==> src/rtl/arp_rx_parser.sv <==
// ARP receive parser: validates the fixed header, filters on target IP and hands one parsed
// request per frame to the reply generator. Optional macro ARP_RX_ACCEPT_REPLY_EN also accepts OPER=2.
module arp_rx_parser #(
  parameter int unsigned CNT_WIDTH       = 16,
  parameter int unsigned MAX_FRAME_BYTES = 64
) (
  input  logic                 clk,
  input  logic                 reset,
  input  logic [31:0]          local_ip,
  input  logic [7:0]           axis_tdata_in,
  input  logic                 axis_tvalid_in,
  input  logic                 axis_tlast_in,
  output logic                 axis_tready_o,
  output logic                 req_valid_o,
  input  logic                 req_ready_i,
  output logic [15:0]          req_opcode_o,
  output logic [47:0]          req_sender_mac_o,
  output logic [31:0]          req_sender_ip_o,
  output logic                 drop_pulse_o,
  output logic [CNT_WIDTH-1:0] drop_cnt_o,
  output logic [CNT_WIDTH-1:0] ovf_cnt_o
);

  localparam int unsigned BcW = $clog2(MAX_FRAME_BYTES + 1);

  typedef enum logic [1:0] {StIdle, StParse, StDiscard, StCommit} state_e;

  state_e               state_q, state_d;
  logic [BcW-1:0]       byte_cnt_q, byte_cnt_d;
  logic                 bad_q, bad_d;
  logic [15:0]          oper_sh_q, oper_sh_d;
  logic [47:0]          sha_sh_q, sha_sh_d;
  logic [31:0]          spa_sh_q, spa_sh_d;
  logic [23:0]          tpa_sh_q, tpa_sh_d;
  logic                 req_valid_q, req_valid_d;
  logic [15:0]          req_opcode_q, req_opcode_d;
  logic [47:0]          req_mac_q, req_mac_d;
  logic [31:0]          req_ip_q, req_ip_d;
  logic                 drop_pulse_q, drop_pulse_d;
  logic [CNT_WIDTH-1:0] drop_cnt_q, drop_cnt_d;
  logic [CNT_WIDTH-1:0] ovf_cnt_q, ovf_cnt_d;

  int   offset;
  logic hdr_ok;
  logic reject;

  // In IDLE the arriving beat is offset 0; in PARSE byte_cnt already points at the current beat.
  assign offset = (state_q == StIdle) ? 0 : int'(byte_cnt_q);

  always_comb begin
    hdr_ok = 1'b1;
    case (offset)
      0:  hdr_ok = (axis_tdata_in == 8'h00);
      1:  hdr_ok = (axis_tdata_in == 8'h01);
      2:  hdr_ok = (axis_tdata_in == 8'h08);
      3:  hdr_ok = (axis_tdata_in == 8'h00);
      4:  hdr_ok = (axis_tdata_in == 8'h06);
      5:  hdr_ok = (axis_tdata_in == 8'h04);
      6:  hdr_ok = (axis_tdata_in == 8'h00);
`ifdef ARP_RX_ACCEPT_REPLY_EN
      7:  hdr_ok = (axis_tdata_in == 8'h01) || (axis_tdata_in == 8'h02);
`else
      7:  hdr_ok = (axis_tdata_in == 8'h01);
`endif
      27: hdr_ok = ({tpa_sh_q, axis_tdata_in} == local_ip);
      default: hdr_ok = 1'b1;
    endcase
  end

  always_comb begin
    state_d      = state_q;
    byte_cnt_d   = byte_cnt_q;
    bad_d        = bad_q;
    oper_sh_d    = oper_sh_q;
    sha_sh_d     = sha_sh_q;
    spa_sh_d     = spa_sh_q;
    tpa_sh_d     = tpa_sh_q;
    req_valid_d  = req_valid_q;
    req_opcode_d = req_opcode_q;
    req_mac_d    = req_mac_q;
    req_ip_d     = req_ip_q;
    drop_pulse_d = 1'b0;
    drop_cnt_d   = drop_cnt_q;
    ovf_cnt_d    = ovf_cnt_q;
    reject       = 1'b0;

    if (req_valid_q && req_ready_i) req_valid_d = 1'b0;

    unique case (state_q)
      StIdle: begin
        if (axis_tvalid_in) begin
          byte_cnt_d = BcW'(1);
          bad_d      = 1'b0;
          if (axis_tlast_in) begin
            reject = 1'b1;
          end else if (!hdr_ok) begin
            bad_d   = 1'b1;
            state_d = StDiscard;
          end else begin
            state_d = StParse;
          end
        end
      end
      StParse: begin
        if (axis_tvalid_in) begin
          byte_cnt_d = byte_cnt_q + BcW'(1);
          if (offset >= 6 && offset <= 7)   oper_sh_d = {oper_sh_q[7:0], axis_tdata_in};
          if (offset >= 8 && offset <= 13)  sha_sh_d  = {sha_sh_q[39:0], axis_tdata_in};
          if (offset >= 14 && offset <= 17) spa_sh_d  = {spa_sh_q[23:0], axis_tdata_in};
          if (offset >= 24 && offset <= 26) tpa_sh_d  = {tpa_sh_q[15:0], axis_tdata_in};
          if (offset == 27) begin
            if (!hdr_ok) begin
              if (axis_tlast_in) begin
                reject = 1'b1;
              end else begin
                bad_d   = 1'b1;
                state_d = StDiscard;
              end
            end else begin
              state_d = axis_tlast_in ? StCommit : StDiscard;
            end
          end else if (axis_tlast_in) begin
            reject = 1'b1;
          end else if (!hdr_ok) begin
            bad_d   = 1'b1;
            state_d = StDiscard;
          end
        end
      end
      StDiscard: begin
        if (axis_tvalid_in) begin
          if (int'(byte_cnt_q) < int'(MAX_FRAME_BYTES)) byte_cnt_d = byte_cnt_q + BcW'(1);
          if (axis_tlast_in) begin
            if (bad_q) reject = 1'b1;
            else       state_d = StCommit;
          end else if (int'(byte_cnt_q) + 1 >= int'(MAX_FRAME_BYTES)) begin
            bad_d = 1'b1;
          end
        end
      end
      StCommit: begin
        // A handshake this cycle frees the slot for the new request.
        if (!req_valid_q || req_ready_i) begin
          req_valid_d  = 1'b1;
          req_opcode_d = oper_sh_q;
          req_mac_d    = sha_sh_q;
          req_ip_d     = spa_sh_q;
        end else if (!(&ovf_cnt_q)) begin
          ovf_cnt_d = ovf_cnt_q + CNT_WIDTH'(1);
        end
        state_d = StIdle;
      end
    endcase

    if (reject) begin
      drop_pulse_d = 1'b1;
      if (!(&drop_cnt_q)) drop_cnt_d = drop_cnt_q + CNT_WIDTH'(1);
      state_d = StIdle;
    end
  end

  always_ff @(posedge clk) begin
    if (reset) begin
      state_q      <= StIdle;
      byte_cnt_q   <= '0;
      bad_q        <= 1'b0;
      oper_sh_q    <= '0;
      sha_sh_q     <= '0;
      spa_sh_q     <= '0;
      tpa_sh_q     <= '0;
      req_valid_q  <= 1'b0;
      req_opcode_q <= '0;
      req_mac_q    <= '0;
      req_ip_q     <= '0;
      drop_pulse_q <= 1'b0;
      drop_cnt_q   <= '0;
      ovf_cnt_q    <= '0;
    end else begin
      state_q      <= state_d;
      byte_cnt_q   <= byte_cnt_d;
      bad_q        <= bad_d;
      oper_sh_q    <= oper_sh_d;
      sha_sh_q     <= sha_sh_d;
      spa_sh_q     <= spa_sh_d;
      tpa_sh_q     <= tpa_sh_d;
      req_valid_q  <= req_valid_d;
      req_opcode_q <= req_opcode_d;
      req_mac_q    <= req_mac_d;
      req_ip_q     <= req_ip_d;
      drop_pulse_q <= drop_pulse_d;
      drop_cnt_q   <= drop_cnt_d;
      ovf_cnt_q    <= ovf_cnt_d;
    end
  end

  assign axis_tready_o    = 1'b1;
  assign req_valid_o      = req_valid_q;
  assign req_opcode_o     = req_opcode_q;
  assign req_sender_mac_o = req_mac_q;
  assign req_sender_ip_o  = req_ip_q;
  assign drop_pulse_o     = drop_pulse_q;
  assign drop_cnt_o       = drop_cnt_q;
  assign ovf_cnt_o        = ovf_cnt_q;

endmodule

==> config.mk <==
export PLATFORM = sky130hd
export DESIGN_NAME = arp_rx_parser
export DESIGN_NICKNAME = d
export VERILOG_FILES = /design/src/rtl/arp_rx_parser.sv
export SDC_FILE = /design/constraint.sdc
export NUM_CORES = 1
export LEC_CHECK = 0
export CORE_MARGIN = 3
export CORE_UTILIZATION = 47
export CTS_CLUSTER_SIZE = 14
export DETAILED_ROUTE_END_ITERATION = 10
export PLACE_DENSITY_LB_ADDON = 0.25
export SLEW_MARGIN = 15
export SYNTH_ARGS = -nofsm -noshare
export SYNTH_HDL_FRONTEND = slang
export SYNTH_SLANG_ARGS = --single-unit
==> constraint.sdc <==
create_clock -name clk -period 3.27 [get_ports clk]
set_clock_uncertainty 0.15 [all_clocks]
set_input_delay 0.4905 -clock clk [delete_from_list [all_inputs] [get_ports clk]]
set_output_delay 0.4905 -clock clk [all_outputs]
set_load 0.05 [all_outputs]
==> results of run 1 <==
==> cell usage after synthesis (5+ instances only) <==
master	number	area share
a21oi_1	196	0.095
and3_1	9	0.0055
and4_1	5	0.0042
buf_1	9	0.0033
buf_2	7	0.0034
clkbuf_1	70	0.025
dfxtp_1	260	0.50
ha_1	7	0.0085
inv_1	16	0.0058
mux2i_1	35	0.034
nand2_1	391	0.14
nand3_1	18	0.0087
nand4_1	13	0.0079
nor2_1	86	0.031
nor2b_1	7	0.0042
nor3_1	12	0.0058
nor4_1	14	0.0085
o21ai_0	11	0.0053
or4_1	5	0.0036
xnor2_1	17	0.014
xor2_1	37	0.031
==> sequential cells by signal (all words and copies together), names as in the netlist <==
signal and cells:
byte_cnt_q 7, state_q 2, req_opcode_o 16, drop_cnt_o 16
spa_sh_q 32, req_sender_ip_o 32, req_sender_mac_o 48, ovf_cnt_o 16
bad_q 1, drop_pulse_o 1, tpa_sh_q 24, req_valid_o 1
sha_sh_q 48, oper_sh_q 16
==> per-stage QoR <==
stage | setup WS [ps] | hold slack, ps
6_report | 373 | 300
2_1_floorplan | 727 | 282
3_3_place_gp | 135 | 290
3_5_place_dp | 129 | 294
5_1_grt | 223 | 311
4_1_cts | 382 | 303
==> cell type report <==
class / instances / area share
Multi-Input combinational cell: 919 / 0.360
Timing Repair Buffer: 196 / 0.149
Clock inverter: 7 / 0.00409
Inverter: 16 / 0.00457
Tap cell: 275 / 0.0262
Sequential cell: 260 / 0.396
Clock buffer: 39 / 0.0601
==> logic make-up after synthesis <==
kind of cell,Yosys count,synth area share
simple gates,583,0.240
flops,260,0.504
compound gates,237,0.125
buf+inv,104,0.0398
xor+xnor,54,0.0458
mux,37,0.0361
fa+ha+maj,7,0.00848
other cells,1,0.000363
==> layer usage <==
metal / global-route usage / routed length [um] / vias up / part of all wire
met5: 0 / 0 / - / 0
met4: 0.0488 / 600 / 0 / 0.024
met3: 0.0339 / 1290 / 47 / 0.051
met2: 0.340 / 12100 / 210 / 0.48
met1: 0.278 / 11100 / 4196 / 0.44
li1: - / - / 4535 / -
==> worst min-delay path: cells and delay by family (launching register included) <==
family	cells	cell delay, ps
AO/OA/AOI/OAI	1	50
flip-flops	1	310
AND/OR/NAND/NOR	1	50
==> worst min-delay path by stage <==
stage / start / cells past startpoint / slack, ps / endpoint
3_5_place_dp: spa_sh_q[24] / 2 / 290 / req_sender_ip_o[24]
5_1_grt: oper_sh_q[15] / 2 / 310 / oper_sh_q[15]
6_report: oper_sh_q[14] / 2 / 300 / req_opcode_o[14]
4_1_cts: oper_sh_q[14] / 2 / 300 / oper_sh_q[14]
3_3_place_gp: oper_sh_q[13] / 2 / 290 / oper_sh_q[13]
2_1_floorplan: spa_sh_q[24] / 2 / 280 / req_sender_ip_o[24]
==> power breakdown <==
group          total (uW)  internal (uW)  leakage (uW)  switching (uW)
registers            3240           3200       0.00209            44.9
clock network        2890           1680      0.000423            1220
logic                 701            248       0.00220             453
==> metrics, run 1 <==
Slew headroom 0.313; share of layout cells above drive strength 1 0.0536; Yosys Warn Count 0; pin count of the biggest net entering global routing 145; Initial Util 0.485; Final Cell Area 13200 um2; CTS Hold Buffers Added 0; FF-to-FF End drop_cnt_o[15]; detailed router's first-iteration violation count between 500 and 600; Post-synth EDFFs 0; nets 1472; # DRC 0; Placeable Area 21300 um2; most frequent cells in the layout 391 x nand2_1, 260 x dfxtp_1, 196 x a21oi_1; CTS H-tree depth 1; Buf/Inv on CP 1; Main synth FF type dfxtp_1; CTS root buf clkbuf_16; port bufs 174; CP max FO 10; WP depth 8; CP delay by family, top compound AO/OA/AOI/OAI gates; arrival time at the worst endpoint between 3000 and 4000 ps; actual transition at the worst max-transition pin a little over 1000 ps; vias in the first global route 8211; drt pass-1 iters 5; Yosys cell types a little under 60; post-CTS sizing 0; Core Rows 53; via count roughly 9000; fillcell total 1866; antenna violations before repair 0; most common cell after layout, fill and taps aside nand2_1; Worst R2R Path Depth 8; final core occ 0.618; CP endpoint drop_cnt_o[15]; Post-Syn Instances 1283; ys async rst share 0; Final Max Tran Viols 0; slowest CP cell ha_1; post-DR vias/cell 5.25; Final Hold Viols 0; dpl cells 1666; most frequent CP cell o21ai_0; Tot Pwr 6840 uW; Total GRT Usage 0.204; period utilization 0.886; CP Cell Sequence inv_1, ha_1, o21ai_0, o21ai_0, o21bai_1, nor3_2, nand4_1, mux2_2; # IOs 176; r2r setup slk 370 ps; CP Capture Type register; total gr overflow 0; Seq. cell area 5200 um2; area of the multi-input gates 4740 um2; CTS Buffer Depth 3; TritonCTS clock tree done; first-pass GRT wire length 41500 um; min Tclk post-route 2900 ps; diode count 0; Synth Cell Area 10300 um2; average wire per standard cell approximately 15 um; gp weighted congestion 0.854; pwr dens around 520 nW/um2; Setup CP Type reg -> reg; CP Launch Point state_q[0]; status completed; Worst EP required 3540 ps; layout overhead on the synthesized area 27.4%; height of the die 154 um; Non-Filler Instances ~1700; Placement Cell Area 12300 um2; syn nets about 1300; VDD IR max 0.320 mV; final WL ~25000 um; total die area 23800 um2; reg-to-reg startpoint state_q[0]; clock slew at reported path FFs approximately 60 ps; unrepaired setup endpoints after global routing no; register area share after synthesis 0.504; Routed Antenna Nets 0; clk_lat worst skew 540 ps; CP startpoint kind register; number of max-cap violations 0; number of synthesized register bits 260; Leak ~0.0047 uW; critical path's largest stage delay 440 ps; endpoints failing setup 0; Mean Syn Cell Area 8.05 um2; post-CTS setup buffer count 0; worst hold path class reg -> reg; dpl hpwl 16400 um; CTS buffer count 27; f_max 0.345 GHz; Fin Setup TNS 0 ps; Horiz. Die Dim 154 um; clk sink count 260
Note: power is estimated with default switching activity, not from simulation.
==> run 2, diff against run 1 <==
--- a/config.mk
+++ b/config.mk
@@ -5,7 +5,7 @@
 export SDC_FILE = /design/constraint.sdc
 export NUM_CORES = 1
 export LEC_CHECK = 0
-export CORE_MARGIN = 3
+export CORE_MARGIN = 10
 export CORE_UTILIZATION = 47
 export CTS_CLUSTER_SIZE = 14
 export DETAILED_ROUTE_END_ITERATION = 10
==> constraint.sdc (replaced) <==
create_clock -name clk -period 2.5 [get_ports clk]
set_clock_uncertainty 0.15 [all_clocks]
set_input_delay 0.375 -clock clk [delete_from_list [all_inputs] [get_ports clk]]
set_output_delay 0.375 -clock clk [all_outputs]
set_load 0.05 [all_outputs]
==> run 2 against run 1 <==
Effect of this change: sequential power rose by 31%; final area rose by 3.8%; clock power rose by 45%; die area rose by 19%; cell count rose by 2.7%; non-clock buffer count rose by 37; register-to-register slack got worse by 260 ps; flip-flop and latch count did not move; worst setup slack got worse by 260 ps; global-route usage fell by 2.2 points; critical path type unchanged; largest power group unchanged.
==> metrics, run 2 (synthesis results as in run 1) <==
status completed (unchanged); actual transition at the worst max-transition pin 658 ps (was 1030 ps); CTS root buf clkbuf_16 (unchanged); final core occ 0.630 (was 0.618); most frequent cells in the layout 391 x nand2_1, 257 x dfxtp_1, 195 x a21oi_1 (was 391 x nand2_1, 260 x dfxtp_1, 196 x a21oi_1); CTS Hold Buffers Added 0 (unchanged); Initial Util 0.476 (was 0.485); first-pass GRT wire length 44200 um (was 41500 um); slowest CP cell or4_4 (was ha_1); Final Hold Viols 0 (unchanged); Leak 0.00499 uW (was 0.00472 uW); post-DR vias/cell 5.18 (was 5.25); diode count 0 (unchanged); # DRC 0 (unchanged); pin count of the biggest net entering global routing 78 (was 145); # IOs 176 (unchanged); CTS H-tree depth 1 (unchanged); share of layout cells above drive strength 1 0.0866 (was 0.0536); total die area 28300 um2 (was 23800 um2); Setup CP Type reg -> reg (unchanged); CP max FO 4 (was 10); CTS buffer count 28 (was 27); port bufs 174 (unchanged); final WL 27300 um (was 25200 um); number of max-cap violations 0 (unchanged); Routed Antenna Nets 0 (unchanged); worst hold path class in -> reg (was reg -> reg); height of the die 168 um (was 154 um); antenna violations before repair 0 (unchanged); gp weighted congestion 0.887 (was 0.854); dpl hpwl 18700 um (was 16400 um); Core Rows 54 (was 53); dpl cells 1707 (was 1666); critical path's largest stage delay 570 ps (was 440 ps); total gr overflow 0 (unchanged); clock slew at reported path FFs 60 ps (about the same); Placement Cell Area 12700 um2 (was 12300 um2); CP Cell Sequence or4_4, or4_1, nand3_1, a21oi_2, a221o_1, a221oi_2 (was inv_1, ha_1, o21ai_0, o21ai_0, o21bai_1, nor3_2, nand4_1, mux2_2); Slew headroom 0.555 (was 0.313); pwr dens 697 nW/um2 (was 520 nW/um2); dpl ws -429 ps (was 129 ps); Non-Filler Instances 1758 (was 1712); via count 9105 (was 8988); vias in the first global route 8750 (was 8211); Final Cell Area 13700 um2 (was 13200 um2); clk_lat worst skew 530 ps (was 540 ps); min Tclk post-route 2390 ps (was 2900 ps); detailed router's first-iteration violation count 648 (was 535); Final Max Tran Viols 0 (unchanged); TritonCTS clock tree done (unchanged); clk sink count 260 (unchanged); VDD IR max 0.512 mV (was 0.320 mV); most common cell after layout, fill and taps aside nand2_1 (unchanged); CP startpoint kind register (unchanged); CP delay by family, top simple AND/OR/NAND/NOR gates (was compound AO/OA/AOI/OAI gates); final setup margin 109 ps (was 373 ps); layout overhead on the synthesized area 32.3% (was 27.4%); average wire per standard cell 15.5 um (was 14.7 um); Placeable Area 21700 um2 (was 21300 um2); Buf/Inv on CP 0 (was 1); unrepaired setup endpoints after global routing no (unchanged); Total GRT Usage 0.182 (was 0.204); Hold WS 216 ps (was 300 ps); Horiz. Die Dim 168 um (was 154 um); Worst EP required 2790 ps (was 3540 ps); f_max 0.418 GHz (was 0.345 GHz); CP Capture Type register (unchanged); arrival time at the worst endpoint 2680 ps (was 3170 ps); nets 1510 (was 1472); CTS Buffer Depth 3 (unchanged); drt pass-1 iters 5 (unchanged); period utilization 0.956 (was 0.886); endpoints failing setup 0 (unchanged)
run 2: cell count changes in the layout (fill, tap and decap cells not counted), sizes merged:
cell | before | now
buf | 22 | 59
clkinv | 5 | 9
bufinv | 0 | 3
inv | 18 | 16
clkbuf | 40 | 39
run 2: worst register-to-register path: stages (launching register included):
cell and delay, ps:
dfxtp_1 330, or4_4 570, or4_1 510, nand3_1 120
a21oi_2 80, a221o_1 340, a221oi_2 210
run 2: metrics by stage:
stage               total power [uW]  TNS (ps)
global route                    9880         0
floorplan                       4970         0
detailed placement              5390     -6650
CTS                             9580         0
global placement                5370     -6550
finish                          9510         0
run 2: what timing repair did:
item	in CTS	in global routing
endpoints found under the hold margin	0	0
gates resized for setup	0	12
setup endpoints to repair	0	30
setup buffers	0	1
run 2: per-layer routing:
| metal | vias up | wire [um] | GRT usage |
|---|---|---|---|
| li1 | 4598 | - | - |
| met1 | 4263 | 11800 | 0.225 |
| met2 | 200 | 13300 | 0.305 |
| met3 | 44 | 1490 | 0.0417 |
| met4 | 0 | 727 | 0.0609 |
| met5 | - | 0 | 0 |
run 2: path summary, 6_finish.rpt:
kind         slack, ps  cells after the start             to          start
max reg2reg        110                      6          bad_q  byte_cnt_q[3]
min reg2reg        300                      2   oper_sh_q[8]   oper_sh_q[8]
max                110                      6          bad_q  byte_cnt_q[3]
min                220                      2  drop_cnt_o[1]          reset
run 2: area by class of cell:
cell class                 count  area, um2
sequential                   260       5210
timing repair buffer         233       2320
clock buffer                  38        810
fill                        1878       8030
inverter                      16       60.1
clock inverter                12        135
tap                          280        350
multi-input combinational    919       4770
run 2: report_power, final:
group | switching [uW] | internal, uW | total (uW)
registers | 42.1 | 4190 | 4230
clock network | 1620 | 2560 | 4180
logic | 667 | 434 | 1100
